==> config.mk <==
export PLATFORM = sky130hd
export DESIGN_NAME = data_mem_cache_sa
export DESIGN_NICKNAME = d
export VERILOG_FILES = /design/src/rtl/data_mem_cache_sa_pkg.sv /design/src/rtl/data_mem_byte_lane.sv /design/src/rtl/data_mem_cache_sa.sv
export SDC_FILE = /design/constraint.sdc
export NUM_CORES = 1
export LEC_CHECK = 0
export CAP_MARGIN = 0
export CORE_MARGIN = 3
export CORE_UTILIZATION = 45
export DETAILED_ROUTE_END_ITERATION = 8
export SETUP_SLACK_MARGIN = 0.05
export SLEW_MARGIN = 0
export SYNTH_ARGS = -nofsm -noshare
export SYNTH_HDL_FRONTEND = slang
export SYNTH_SLANG_ARGS = --single-unit
==> constraint.sdc <==
create_clock -name clk -period 17.48 [get_ports clk]
set_clock_uncertainty 0.15 [all_clocks]
set_input_delay 1.748 -clock clk [delete_from_list [all_inputs] [get_ports clk]]
set_output_delay 1.748 -clock clk [all_outputs]
set_load 0.01 [all_outputs]
==> src/rtl/data_mem_cache_sa_pkg.sv <==
`timescale 1ns/1ps
// Shared definitions for the set-associative data cache and its byte lane.
package data_mem_cache_sa_pkg;

    typedef enum logic [1:0] {
        LOOKUP    = 2'd0,
        WRITEBACK = 2'd1,
        REFILL    = 2'd2,
        DONE      = 2'd3
    } cache_state_t;

    localparam int ADDR_W = 14;

    // sign_mask bit positions
    localparam int SM_SIGN = 3;
    localparam int SM_WORD = 2;
    localparam int SM_HALF = 1;

    // Byte-offset bits covering one line
    function automatic int calc_off(input int line_words);
        return $clog2(line_words) + 2;
    endfunction

    // Set-index bits
    function automatic int calc_idx(input int sets);
        return $clog2(sets);
    endfunction

    // Tag bits left over from the 14-bit byte address
    function automatic int calc_tag(input int line_words, input int sets);
        return ADDR_W - calc_off(line_words) - calc_idx(sets);
    endfunction

endpackage

==> src/rtl/data_mem_byte_lane.sv <==
`timescale 1ns/1ps
// Store-merge and load-extract/extend of one 32-bit word.
module data_mem_byte_lane
    import data_mem_cache_sa_pkg::*;
(
    input  logic [31:0] old_word,
    input  logic [31:0] store_data,
    input  logic [1:0]  offset,
    input  logic [3:0]  sign_mask,
    output logic [31:0] merged_word,
    output logic [31:0] load_word
);

    logic [7:0]  byte_sel;
    logic [15:0] half_sel;
    logic        unused_mask;

    assign unused_mask = sign_mask[0];

    // Merge word, half or byte store data into the addressed word
    always_comb begin
        merged_word = old_word;
        if (sign_mask[SM_WORD]) begin
            merged_word = store_data;
        end else if (sign_mask[SM_HALF]) begin
            if (offset[1]) merged_word[31:16] = store_data[15:0];
            else           merged_word[15:0]  = store_data[15:0];
        end else begin
            case (offset)
                2'd0:    merged_word[7:0]   = store_data[7:0];
                2'd1:    merged_word[15:8]  = store_data[7:0];
                2'd2:    merged_word[23:16] = store_data[7:0];
                default: merged_word[31:24] = store_data[7:0];
            endcase
        end
    end

    // Extract the addressed byte/half/word and zero- or sign-extend it
    always_comb begin
        half_sel = offset[1] ? old_word[31:16] : old_word[15:0];
        byte_sel = old_word[7:0];
        case (offset)
            2'd0:    byte_sel = old_word[7:0];
            2'd1:    byte_sel = old_word[15:8];
            2'd2:    byte_sel = old_word[23:16];
            default: byte_sel = old_word[31:24];
        endcase
        if (sign_mask[SM_WORD])
            load_word = old_word;
        else if (sign_mask[SM_HALF])
            load_word = sign_mask[SM_SIGN] ? {{16{half_sel[15]}}, half_sel} : {16'h0, half_sel};
        else
            load_word = sign_mask[SM_SIGN] ? {{24{byte_sel[7]}}, byte_sel} : {24'h0, byte_sel};
    end

endmodule

==> src/rtl/data_mem_cache_sa.sv <==
`timescale 1ns/1ps
// Set-associative write-back data cache with LRU replacement and a
// req/ack line-wide backing-memory port.
module data_mem_cache_sa
    import data_mem_cache_sa_pkg::*;
#(
    parameter int WAYS       = 2,
    parameter int SETS       = 4,
    parameter int LINE_WORDS = 2
) (
    input  logic                               clk,
    input  logic                               rst_n,
    input  logic [13:0]                        addr,
    input  logic [31:0]                        write_data,
    input  logic                               memwrite,
    input  logic                               memread,
    input  logic [3:0]                         sign_mask,
    output logic [31:0]                        read_data,
    output logic                               clk_stall,
    output logic                               mem_req,
    output logic                               mem_we,
    output logic [13-calc_off(LINE_WORDS):0]   mem_addr,
    output logic [32*LINE_WORDS-1:0]           mem_wdata,
    input  logic [32*LINE_WORDS-1:0]           mem_rdata,
    input  logic                               mem_ack,
    output logic [15:0]                        hit_count,
    output logic [15:0]                        miss_count
);

    localparam int OFF    = calc_off(LINE_WORDS);
    localparam int IDX    = calc_idx(SETS);
    localparam int TAG    = calc_tag(LINE_WORDS, SETS);
    localparam int IDX_W  = (IDX > 0) ? IDX : 1;
    localparam int WAY_W  = (WAYS > 1) ? $clog2(WAYS) : 1;
    localparam int LINE_W = 32 * LINE_WORDS;
    localparam int MA_W   = 14 - OFF;

    cache_state_t      state_q, state_d;

    logic [TAG-1:0]    tag_q   [SETS][WAYS];
    logic [LINE_W-1:0] line_q  [SETS][WAYS];
    logic              valid_q [SETS][WAYS];
    logic              dirty_q [SETS][WAYS];
    logic [WAY_W-1:0]  age_q   [SETS][WAYS];

    logic [13:0]       lat_addr;
    logic [31:0]       lat_wdata;
    logic [3:0]        lat_mask;
    logic              lat_store;
    logic [WAY_W-1:0]  victim_q;

    logic              in_lookup, access, hit, hit_evt, miss_evt, store_now;
    logic [13:0]       acc_addr;
    logic [IDX_W-1:0]  set_idx;
    logic [TAG-1:0]    acc_tag;
    int                wsel;
    logic [WAY_W-1:0]  hit_way, victim, way_sel, old_age;
    logic [WAY_W-1:0]  new_age [WAYS];
    logic [LINE_W-1:0] line_sel, merged_line;
    logic [31:0]       old_word, lane_wdata, merged_word, load_word;
    logic [3:0]        lane_mask;

    assign in_lookup = (state_q == LOOKUP);
    assign access    = memread | memwrite;
    // During a miss the latched request drives the whole datapath
    assign acc_addr  = in_lookup ? addr : lat_addr;
    assign set_idx   = IDX_W'((acc_addr >> OFF) & 14'(SETS - 1));
    assign acc_tag   = TAG'(acc_addr >> (OFF + IDX));
    assign wsel      = int'((acc_addr >> 2) & 14'(LINE_WORDS - 1));

    // Tag compare across the indexed set
    always_comb begin
        hit     = 1'b0;
        hit_way = '0;
        for (int w = 0; w < WAYS; w++) begin
            if (valid_q[set_idx][w] && (tag_q[set_idx][w] == acc_tag)) begin
                hit     = 1'b1;
                hit_way = WAY_W'(w);
            end
        end
    end

    // Victim: lowest-index invalid way, otherwise the least recently used
    always_comb begin
        victim = '0;
        for (int w = WAYS - 1; w >= 0; w--)
            if (age_q[set_idx][w] == '0) victim = WAY_W'(w);
        for (int w = WAYS - 1; w >= 0; w--)
            if (!valid_q[set_idx][w]) victim = WAY_W'(w);
    end

    assign hit_evt   = in_lookup && access && hit;
    assign miss_evt  = in_lookup && access && !hit;
    assign way_sel   = in_lookup ? hit_way : victim_q;
    assign store_now = in_lookup ? memwrite : lat_store;
    assign line_sel  = (state_q == REFILL) ? mem_rdata : line_q[set_idx][way_sel];
    assign lane_wdata = in_lookup ? write_data : lat_wdata;
    assign lane_mask  = in_lookup ? sign_mask : lat_mask;

    // Pick the addressed word and splice the merged store word back in
    always_comb begin
        old_word    = line_sel[31:0];
        merged_line = line_sel;
        for (int k = 0; k < LINE_WORDS; k++) begin
            if (k == wsel) begin
                old_word = line_sel[k*32 +: 32];
                if (store_now) merged_line[k*32 +: 32] = merged_word;
            end
        end
    end

    data_mem_byte_lane u_lane (
        .old_word    (old_word),
        .store_data  (lane_wdata),
        .offset      (acc_addr[1:0]),
        .sign_mask   (lane_mask),
        .merged_word (merged_word),
        .load_word   (load_word)
    );

    // LRU ages after touching way_sel: it becomes newest, younger ways shift down
    always_comb begin
        old_age = age_q[set_idx][way_sel];
        for (int w = 0; w < WAYS; w++) begin
            new_age[w] = age_q[set_idx][w];
            if (WAY_W'(w) == way_sel)
                new_age[w] = WAY_W'(WAYS - 1);
            else if (age_q[set_idx][w] > old_age)
                new_age[w] = age_q[set_idx][w] - 1'b1;
        end
    end

    // Next-state logic and backing-memory handshake outputs
    always_comb begin
        state_d   = state_q;
        mem_req   = 1'b0;
        mem_we    = 1'b0;
        mem_addr  = MA_W'(lat_addr >> OFF);
        mem_wdata = line_q[set_idx][victim_q];
        case (state_q)
            LOOKUP: begin
                if (miss_evt)
                    state_d = (valid_q[set_idx][victim] && dirty_q[set_idx][victim]) ? WRITEBACK : REFILL;
            end
            WRITEBACK: begin
                mem_req  = 1'b1;
                mem_we   = 1'b1;
                mem_addr = (MA_W'(tag_q[set_idx][victim_q]) << IDX) | MA_W'(set_idx);
                if (mem_ack) state_d = REFILL;
            end
            REFILL: begin
                mem_req = 1'b1;
                if (mem_ack) state_d = DONE;
            end
            DONE:    state_d = LOOKUP;
            default: state_d = LOOKUP;
        endcase
    end

    // State register
    always_ff @(posedge clk or negedge rst_n) begin
        if (!rst_n) state_q <= LOOKUP;
        else        state_q <= state_d;
    end

    // Core-facing result, stall, counters and chosen victim
    always_ff @(posedge clk or negedge rst_n) begin
        if (!rst_n) begin
            read_data  <= '0;
            clk_stall  <= 1'b0;
            hit_count  <= '0;
            miss_count <= '0;
            victim_q   <= '0;
        end else begin
            if (hit_evt) begin
                if (hit_count != 16'hFFFF) hit_count <= hit_count + 16'd1;
                if (!memwrite) read_data <= load_word;
            end
            if (miss_evt) begin
                if (miss_count != 16'hFFFF) miss_count <= miss_count + 16'd1;
                clk_stall <= 1'b1;
                victim_q  <= victim;
            end
            if (state_q == DONE) begin
                clk_stall <= 1'b0;
                if (!lat_store) read_data <= load_word;
            end
        end
    end

    // Valid, dirty and LRU bookkeeping
    always_ff @(posedge clk or negedge rst_n) begin
        if (!rst_n) begin
            for (int s = 0; s < SETS; s++) begin
                for (int w = 0; w < WAYS; w++) begin
                    valid_q[s][w] <= 1'b0;
                    dirty_q[s][w] <= 1'b0;
                    age_q[s][w]   <= WAY_W'(w);
                end
            end
        end else begin
            if (hit_evt || (state_q == DONE))
                for (int w = 0; w < WAYS; w++) age_q[set_idx][w] <= new_age[w];
            if (hit_evt && memwrite)
                dirty_q[set_idx][hit_way] <= 1'b1;
            if ((state_q == REFILL) && mem_ack) begin
                valid_q[set_idx][victim_q] <= 1'b1;
                dirty_q[set_idx][victim_q] <= lat_store;
            end
        end
    end

    // Line data, tags and the latched miss request
    always_ff @(posedge clk) begin
        if (miss_evt) begin
            lat_addr  <= addr;
            lat_wdata <= write_data;
            lat_mask  <= sign_mask;
            lat_store <= memwrite;
        end
        if (hit_evt && memwrite)
            line_q[set_idx][hit_way] <= merged_line;
        if ((state_q == REFILL) && mem_ack) begin
            line_q[set_idx][victim_q] <= merged_line;
            tag_q[set_idx][victim_q]  <= acc_tag;
        end
    end

endmodule
==> results by group, run 1 <==
Worst setup path
  • Crit path DAT: slightly above 8 ns
  • Worst Path Required: between 15 and 20 ns
  • Worst-path maximum fanout: 60
  • CP endpoint kind: flip-flop
  • Crit Path Category: input pin to flip-flop
  • Critical Path Start Type: input pin

STA
  • Final period demand of the worst path: roughly 8.1 ns
  • Actual slew at the worst max-slew pin: approximately 1.2 ns
  • Highest clock rate: 0.1227 GHz
  • Slew Limit Fails: 0
  • RSZ-0062 raised after global routing: no
  • Fin. Hold Viols: 0
  • Slew headroom: between 20% and 30%
  • Final setup vio count: 0
  • Final period util: 46.61%
  • Hold WS: 0.3136 ns
  • Final setup TNS: 0 ns

Synthesis
  • Register area share after synthesis: between 60% and 70%
  • Synth Instances: slightly above 2000
  • Ys async rst share: about 13%
  • Synth warnings: 0
  • Yosys reg bits: approximately 730
  • Post-synth EDFFs: about 630
  • Post-Syn Area: 32360 um^2
  • Average size of a mapped cell: 15.79 um^2
  • Netlist cell types: 65
  • Synth Flop Type: edfxtp_1
  • Syn nets: around 2200

Global routing
  • Grt peak-use layer: met2
  • Largest net degree at the start of global routing: around 110
  • First-pass GRT wire length: about 140 mm
  • Overflow after GRT: 0
  • Met2 usage: between 30% and 40%
  • Initial antenna violation count: 6
  • Vias in the first global route: about 20000
  • Met1 usage: between 30% and 40%
  • Routing usage on met3: ~5.3%
  • Total global-route track usage: 25.07%

CTS
  • Depth of the CTS H-tree: 3
  • Worst-Skew Late Latency: between 0.6 and 0.7 ns
  • Post-CTS Setup Bufs: 0
  • CTS sink cnt: roughly 730
  • CTS max path bufs: 3
  • CTS tree: built
  • Root Buffer: clkbuf_16
  • TritonCTS buffer count: 79
  • Hold buffers post-CTS: 0
  • Reg clk slew, reported paths: about 0.060 ns
  • PostCTS Resize Cnt: 0

Status
  • Status: finished clean

Layout
  • Final nets: roughly 2500
  • Share of layout cells above drive strength 1: around a fifth
  • Synthesis-to-finish area growth: 19.60%
  • Filler cells: approximately 5700
  • Multi-input combinational cell area: roughly 11000 um^2
  • Register area: 21350 um^2

Drt
  • Vias per cell: 6.073
  • DRC viols: 0
  • ANT nets after route: 0
  • Post-Route WL: approximately 94 mm
  • Initial DRC Count: 1913
  • Via count: around 20000
  • First-pass DRT Iterations: 6
  • WL/cell: ~28 um

Floorplanning
  • Core ar.: 70640 um^2
  • Io pins: between 200 and 300
  • Die span in y: 274.2 um
  • Full die area: 75170 um^2
  • Die extent in x: 274.2 um
  • Std cell rows: 97
  • Starting density of the core: ~46%

Place
  • HPWL after DPL: approximately 61 mm
  • PortBufs: ~260
  • GPL Wtd Cong: around 0.89

Power and ir drop
  • Cell Pwr Density: ~200 nW/um^2
  • P_leak: about 13 nW
  • Peak supply drop: 0.1771 mV

Job
  • MaxCap Viol Count: 0

Min path
  • Hold crit path type: flip-flop to flip-flop
## worst max-delay path: stages
cell and delay, ns:
clkdlybuf4s50_1 0.54, mux2_8 0.51, buf_4 0.84, mux4_2 0.48, inv_2 0.10, nor4_2 0.05, a31oi_2 0.48, o31a_2 0.23
buf_4 0.54, mux2i_1 0.45, a32oi_1 0.38, o221ai_1 0.62, o221ai_1 0.29, o21ai_0 0.90
## state kept, by name, summed over array words and instances, names as in the netlist
name,cells
read_data,32
lat_mask,3
dirty_q,8
age_q,8
valid_q,8
hit_count,16
miss_count,16
lat_addr,14
state_q,2
clk_stall,1
victim_q,1
tag_q,72
lat_wdata,32
line_q,512
lat_store,1
## per-layer routing
| metal | vias to the layer above | part of all wire [%] |
|---|---|---|
| li1 | 8641 | - |
| met1 | 10540 | 42 |
| met2 | 926 | 46 |
| met3 | 174 | 8.6 |
| met4 | 2 | 3.5 |
| met5 | - | 0.012 |
## cells in the mapped netlist, types with 7 or more instances
library cell  count  area share [%]
a211o_1          14            0.38
a21oi_1          51            0.79
a221oi_1          9            0.24
a22oi_1           8            0.19
a31oi_1           7            0.14
a32oi_1          23            0.62
and3_1            8            0.15
buf_1            11            0.13
buf_2            30            0.46
clkbuf_1         60            0.70
dfrtp_1          88             6.8
edfxtp_1        634              59
ha_1              7            0.27
inv_1            21            0.24
mux2_2          100             3.5
mux2i_1         165             5.1
mux4_2          135             9.4
nand2_1         123             1.4
nand2b_1         25            0.48
nand3_1          33            0.51
nand4_1           9            0.17
nor2_1          191             2.2
nor3_1           10            0.15
o211ai_1         16            0.37
o21a_1           26            0.60
o21ai_0          64            0.99
o21ai_1           9            0.14
o221a_2           9            0.31
o221ai_1         21            0.57
o22ai_1          24            0.46
or2_2             9            0.17
xnor2_1          40             1.1
xor2_1           15            0.41
## path summary, 6_finish.rpt
path	endpoint	cells after the start	start	slack [ns]
max in group asynchronous	victim_q	2	rst_n	14.96
min in group asynchronous	hit_count[9]	1	rst_n	0.92
hold reg to reg	valid_q[5]	1	valid_q[5]	0.31
hold / removal	valid_q[5]	1	valid_q[5]	0.31
setup reg to reg	line_q[0][60]	15	state_q[0]	10.09
setup / recovery	line_q[0][60]	14	addr[4]	9.33
## cells by family (layout without fill, tap and decap cells)
family,Yosys count,after routing,share of synthesized area [%]
DFF,726,726,65.95
and+or+nand+nor,425,425,5.667
muxes,408,408,18.46
AOI/OAI and AO/OA,296,296,6.344
buffers and inverters,133,478,1.821
xor gates and xnor gates,55,55,1.488
adders and majority gates,7,7,0.2706
other,0,4,0
## through the flow
step                setup WS, ns  utilization, %  area, um^2  cells  power [W]
detailed placement         8.680           51.13       36110   3188   0.006233
finish                     9.332           54.80       38710   3339   0.007871
global route               9.061           54.80       38710   3338   0.008228
floorplan                  10.21               -       32360   2050   0.004825
CTS                        9.305           54.79       38700   3335   0.007893
global placement           8.750           51.13       36110   3188   0.006165
## final cells by class
cell class	instances	area share (%)
antenna	4	0.02586
clock buffer	115	5.912
clock inverter	32	0.7628
inverter	24	0.2327
multi-input combinational	1191	27.22
sequential	726	55.15
tap	940	3.038
timing repair buffer	307	7.654
## placed cells by master (no fill, tap or decap), types with 10 or more instances in the layout
master | Yosys | layout
edfxtp_1 | 634 | 634
clkdlybuf4s50_1 | 0 | 258
nor2_1 | 191 | 183
mux2i_1 | 165 | 163
mux4_2 | 135 | 135
nand2_1 | 123 | 123
mux2_2 | 100 | 100
dfrtp_1 | 88 | 87
clkbuf_16 | 0 | 84
o21ai_0 | 64 | 64
a21oi_1 | 51 | 50
buf_4 | 2 | 48
xnor2_1 | 40 | 40
nand3_1 | 33 | 33
o21a_1 | 26 | 26
nand2b_1 | 25 | 25
o22ai_1 | 24 | 24
clkbuf_1 | 60 | 24
a32oi_1 | 23 | 23
o221ai_1 | 21 | 21
inv_1 | 21 | 20
o211ai_1 | 16 | 16
xor2_1 | 15 | 15
a211o_1 | 14 | 14
clkinv_1 | 1 | 12
nor3_1 | 10 | 10
## power breakdown
| part | internal [W] | switching [W] | leakage [nW] |
|---|---|---|---|
| combinational | 0.00132 | 0.00219 | 5.33 |
| clock | 0.000984 | 0.000667 | 1.26 |
| sequential | 0.00258 | 0.000125 | 6.88 |
Power figures use the tool's default switching activity.
==> inputs of run 2 (changes only) <==
PLACE_DENSITY = 0.67   (was not set)
clock period = 7.2 ns   (was 17.48 ns; I/O delays follow)
==> results by group, run 2 (synthesized netlist as in run 1, its figures left out) <==
Layout
  • Filler cells: 5568 (-1.9%)
  • Commonest non-fill, non-tap cell in the layout: edfxtp_1
  • Most frequent cells in the layout: edfxtp_1, clkdlybuf4s50_1, nor2_1, mux2i_1, mux4_2
  • Synthesis-to-finish area growth: 20.67%
  • Most flops, register: line_q
  • Post-route cell area: 39060 um^2 (+0.90%)
  • Max reg flops: 512 (unchanged)
  • Top Registers: line_q: 512 flops, tag_q: 72 flops
  • Final nets: 2477 (+0.90%)
  • Share of layout cells above drive strength 1: 19.84% (+1.1 points)

Floorplanning
  • Io pins: 261 (unchanged)
  • Core ar.: 70640 um^2 (unchanged)
  • Std cell rows: 97 (unchanged)
  • Die span in y: 274.2 um (unchanged)
  • Die extent in x: 274.2 um (unchanged)
  • Full die area: 75170 um^2 (unchanged)
  • Starting density of the core: 45.82% (unchanged)

Global routing
  • First-pass GRT wire length: 137.4 mm (+0.75%)
  • Total global-route track usage: 24.93% (-0.14 points)
  • Initial antenna violation count: 6 (unchanged)
  • Largest net degree at the start of global routing: 89 (-16%)
  • Vias in the first global route: 20630 (+2.3%)
  • Overflow after GRT: 0 (unchanged)

Drt
  • ANT nets after route: 0 (unchanged)
  • DRC viols: 0 (unchanged)
  • Post-Route WL: 94.17 mm (+0.20%)
  • Initial DRC Count: 2256 (+18%)
  • WL/cell: 28.05 um (-0.34%)
  • Vias per cell: 6.166 (+1.5%)
  • First-pass DRT Iterations: 8 (+2)
  • Via count: 20700 (+2.1%)

STA
  • RSZ-0062 raised after global routing: no
  • Final period demand of the worst path: about 6.2 ns
  • Final setup TNS: 0 ns (unchanged)
  • Setup WS post-layout: 0.9679 ns (-8.364 ns)
  • Actual slew at the worst max-slew pin: 1.026 ns (-0.1327 ns)
  • Final period util: between 80 and 90%
  • Final setup vio count: 0 (unchanged)
  • Slew Limit Fails: 0 (unchanged)
  • Slew headroom: 31.58% (+9.7 points)
  • Highest clock rate: ~0.16 GHz
  • Fin. Hold Viols: 0 (unchanged)
  • Hold WS: 0.3121 ns (-0.001494 ns)

Place
  • PortBufs: 259 (unchanged)
  • Post-Place Cell Area: 36450 um^2 (+0.94%)
  • DP Worst Slack: 0.9515 ns (-7.728 ns)
  • HPWL after DPL: 61.82 mm (+1.9%)
  • GPL Wtd Cong: 0.9595 (+8.1%)

Worst setup path
  • Worst-path maximum fanout: 88 (+47%)
  • R2R setup slack: 0.97 ns (-9.12 ns)
  • Worst Path Required: 7.35 ns (-10.24 ns)
  • Crit path DAT: 6.38 ns (-1.88 ns)
  • Critical Path Start Type: flip-flop
  • Worst setup startpoint: state_q[0]
  • FF-to-FF End: line_q[3][60]
  • CP endpoint kind: flip-flop
  • End of the critical path: line_q[3][60]
  • Worst r2r src: state_q[0]
  • Reg2reg path depth: 14 (-1)
  • Crit Path Category: flip-flop to flip-flop

CTS
  • CTS max path bufs: 3 (unchanged)
  • PostCTS Resize Cnt: 0 (unchanged)
  • Root Buffer: clkbuf_16
  • CTS sink cnt: 726 (unchanged)
  • CTS tree: built
  • Worst-Skew Late Latency: 0.63 ns (+0.02 ns)
  • Hold buffers post-CTS: 1 (+1)
  • TritonCTS buffer count: 76 (-3.8%)
  • Post-CTS Setup Bufs: 0 (unchanged)
  • Depth of the CTS H-tree: 3 (unchanged)
  • Reg clk slew, reported paths: 0.06 ns (about the same)

Power and ir drop
  • Peak supply drop: 0.4374 mV (+150%)
  • P_leak: 13.63 nW (+1.3%)
  • Cell Pwr Density: 493.3 nW/um^2 (+140%)
  • Final Power: 0.01926 W (+140%)

Status
  • Status: finished clean

Min path
  • Hold crit path type: flip-flop to flip-flop

Job
  • MaxCap Viol Count: 0 (unchanged)
## run 2: critical path, stage by stage, from the launching register on
cell	delay, ns
dfrtp_1	0.41
inv_1	0.19
ha_2	0.50
mux2_8	0.82
mux2i_1	0.35
xnor2_1	0.17
nor4_1	0.08
a21oi_1	0.61
o31a_2	0.28
buf_12	0.29
mux2i_1	0.30
a32oi_1	0.28
o221ai_1	0.41
o221ai_1	0.29
o21ai_0	0.68
## run 2: worst min-delay path by stage
stage,slack [ns],to,startpoint,cells after the start
floorplan,0.27,age_q[1],rst_n,0
global placement,0.30,valid_q[6],valid_q[6],1
detailed placement,0.30,valid_q[1],valid_q[1],1
CTS,0.32,valid_q[1],valid_q[1],1
global route,0.33,valid_q[1],valid_q[1],1
finish,0.31,valid_q[5],valid_q[5],1
## run 2: report_power, final
group	internal, W	switching (W)
Clock	0.00241	0.00163
Sequential	0.00625	0.000293
Combinational	0.00334	0.00534
## run 2: cell type report
class / count / area, um^2 / share of cell area [%]
timing repair buffer: 332 / 3303 / 8.458
clock inverter: 40 / 455.4 / 1.166
sequential: 726 / 21350 / 54.66
tap: 940 / 1176 / 3.011
clock buffer: 101 / 2128 / 5.449
antenna: 3 / 7.507 / 0.01922
inverter: 24 / 90.09 / 0.2307
multi-input combinational: 1191 / 10550 / 27.00
## run 2: per-stage QoR
stage               utilization, %  std cells
floorplan                        -       2050
global placement             51.61       3212
detailed placement           51.61       3212
CTS                          55.28       3354
global route                 55.29       3357
finish                       55.29       3357
## run 2: per-layer routing
metal	vias up	track usage, %	routed length, um
met5	-	0	23
li1	8682	-	-
met4	4	8.745	3199
met3	200	4.839	9554
met2	1201	39.49	44500
met1	10610	34.67	36890
==> inputs of run 3 (changes only) <==
CTS_CLUSTER_SIZE = 30   (was not set)
PLACE_DENSITY = not set   (was 0.67)
PLACE_DENSITY_LB_ADDON = 0.05   (was not set)
SLEW_MARGIN = 5   (was 0)
==> results by group, run 3 (synthesized netlist as in run 1, its figures left out) <==
Global routing
  • Overflow after GRT: 0 (unchanged)
  • First-pass GRT wire length: 141.0 mm (+2.6%)
  • Total global-route track usage: 25.80% (+0.87 points)
  • Initial antenna violation count: 3 (-3)
  • Vias in the first global route: 20820 (+0.94%)
  • Largest net degree at the start of global routing: 98 (+10%)

Worst setup path
  • Crit Path Category: flip-flop to flip-flop
  • CP bufs+invs: 3 (+1)
  • CP endpoint kind: flip-flop
  • Max incr delay on CP: 0.69 ns (-0.13 ns)
  • Worst path cell trace: inv_1, ha_4, mux2i_4, buf_4, mux4_1, xnor2_1, nor2_1, nand3_1, or4b_2, a21oi_2, a21o_1, buf_4, nand2_1, a211oi_4, a211o_1
  • Slowest-stage cell, CP: a211oi_4
  • Worst Path Required: 7.60 ns (+0.25 ns)
  • Worst-path maximum fanout: 29 (-67%)
  • CP dominant cell by count: buf_4
  • Crit path DAT: 6.19 ns (-0.19 ns)
  • Crit-path leading delay family: compound AO/OA/AOI/OAI gates
  • Critical Path Start Type: flip-flop

Layout
  • Final Non-Filler Cells: 3363 (+0.18%)
  • Most frequent cells in the layout: edfxtp_1, clkdlybuf4s50_1, nor2_1, mux2i_1, mux4_2
  • Final nets: 2483 (+0.24%)
  • Max reg flops: 512 (unchanged)
  • Filler cells: 5716 (+2.7%)
  • Most flops, register: line_q
  • Top Registers: line_q: 512 flops, tag_q: 72 flops
  • Synthesis-to-finish area growth: 20.72% (about the same)
  • Commonest non-fill, non-tap cell in the layout: edfxtp_1
  • Share of layout cells above drive strength 1: 19.69% (-0.15 points)

CTS
  • Root Buffer: clkbuf_16
  • CTS tree: built
  • Post-CTS Setup Bufs: 0 (unchanged)
  • CTS sink cnt: 726 (unchanged)
  • TritonCTS buffer count: 79 (+3.9%)
  • CTS max path bufs: 3 (unchanged)
  • Reg clk slew, reported paths: 0.06 ns (about the same)
  • Depth of the CTS H-tree: 3 (unchanged)
  • Worst-Skew Late Latency: 0.63 ns (about the same)

STA
  • Final setup vio count: 0 (unchanged)
  • Hold WS: 0.3140 ns (+0.001915 ns)
  • Actual slew at the worst max-slew pin: 1.169 ns (+0.1426 ns)
  • Highest clock rate: 0.1727 GHz (+7.6%)
  • RSZ-0062 raised after global routing: no
  • Fin. Hold Viols: 0 (unchanged)
  • Final period util: 80.43% (-6.1 points)
  • Slew headroom: 21.91% (-9.7 points)
  • Final period demand of the worst path: 5.791 ns (-0.4410 ns)
  • Final setup TNS: 0 ns (unchanged)
  • Slew Limit Fails: 0 (unchanged)

Place
  • PortBufs: 259 (unchanged)
  • HPWL after DPL: 62.72 mm (+1.5%)
  • GPL Wtd Cong: 0.8632 (-10%)
  • # placed instances: 3215 (+0.093%)

Power and ir drop
  • Peak supply drop: 0.2943 mV (-33%)
  • P_leak: 13.65 nW (about the same)
  • Cell Pwr Density: 497.2 nW/um^2 (+0.80%)

Drt
  • First-pass DRT Iterations: 7 (-1)
  • WL/cell: 28.75 um (+2.5%)
  • ANT nets after route: 0 (unchanged)
  • Initial DRC Count: 2063 (-8.6%)
  • DRC viols: 0 (unchanged)
  • Post-Route WL: 96.67 mm (+2.7%)
  • Via count: 20310 (-1.9%)
  • Vias per cell: 6.040 (-2.0%)

Floorplanning
  • Die span in y: 274.2 um (unchanged)
  • Core ar.: 70640 um^2 (unchanged)
  • Std cell rows: 97 (unchanged)
  • Io pins: 261 (unchanged)
  • Starting density of the core: 45.82% (unchanged)
  • Full die area: 75170 um^2 (unchanged)
  • Die extent in x: 274.2 um (unchanged)

Status
  • Status: finished clean

Job
  • MaxCap Viol Count: 0 (unchanged)

Min path
  • Hold crit path type: flip-flop to flip-flop
[run 3: cell types whose count changed in the layout (fill, tap and decap cells not counted), sizes merged]
cell    delta
diode      -2
clkbuf     +7
buf        +3
inv        -2
[run 3: final timing paths]
kind                            startpoint  cells past startpoint             to  slack, ns
worst min-delay path            valid_q[2]                      1     valid_q[2]       0.31
worst max register to register  state_q[0]                     15  read_data[16]       1.41
worst max-delay path            state_q[0]                     15  read_data[16]       1.41
worst min register to register  valid_q[2]                      1     valid_q[2]       0.31
max in group asynchronous            rst_n                      3       victim_q       5.17
min in group asynchronous            rst_n                      2   hit_count[4]       0.44
[run 3: routing by layer]
layer  GRT usage (%)  routed length, um  vias to the layer above  part of all wire [%]
met5               0                 23                        -                 0.024
met4           6.510               2315                        4                   2.4
met3           4.244               6643                      147                   6.9
met2           43.06              46960                      818                    49
met1           35.50              40730                    10660                    42
li1                -                  -                     8680                     -
[run 3: layout make-up]
class	instances	area (um^2)	area share, %
sequential	726	21350	54.64
multi-input combinational	1191	10550	27.01
timing repair buffer	335	3263	8.352
clock buffer	108	2166	5.543
tap	940	1176	3.010
clock inverter	38	473.0	1.210
inverter	24	90.09	0.2306
antenna	1	2.502	0.006405
[run 3: what timing repair did]
item / in CTS / in global routing
endpoints found under the hold margin: 31 / 0
resized for setup: 0 / 0
hold buffers: 1 / 0
[run 3: metrics by stage]
stage / instance area, um^2 / setup WS, ns / power, W / util [%]
floorplan: 32360 / 0.7981 / 0.01171 / -
global placement: 36420 / 1.351 / 0.01522 / 51.56
detailed placement: 36420 / 1.312 / 0.01539 / 51.56
CTS: 39070 / 1.352 / 0.01952 / 55.31
global route: 39070 / 1.124 / 0.02032 / 55.31
finish: 39070 / 1.409 / 0.01943 / 55.31
[run 3: power by group]
group / internal (W) / switching, W
Combinational: 0.00338 / 0.00541
Clock: 0.00244 / 0.00166
Sequential: 0.00625 / 0.000289
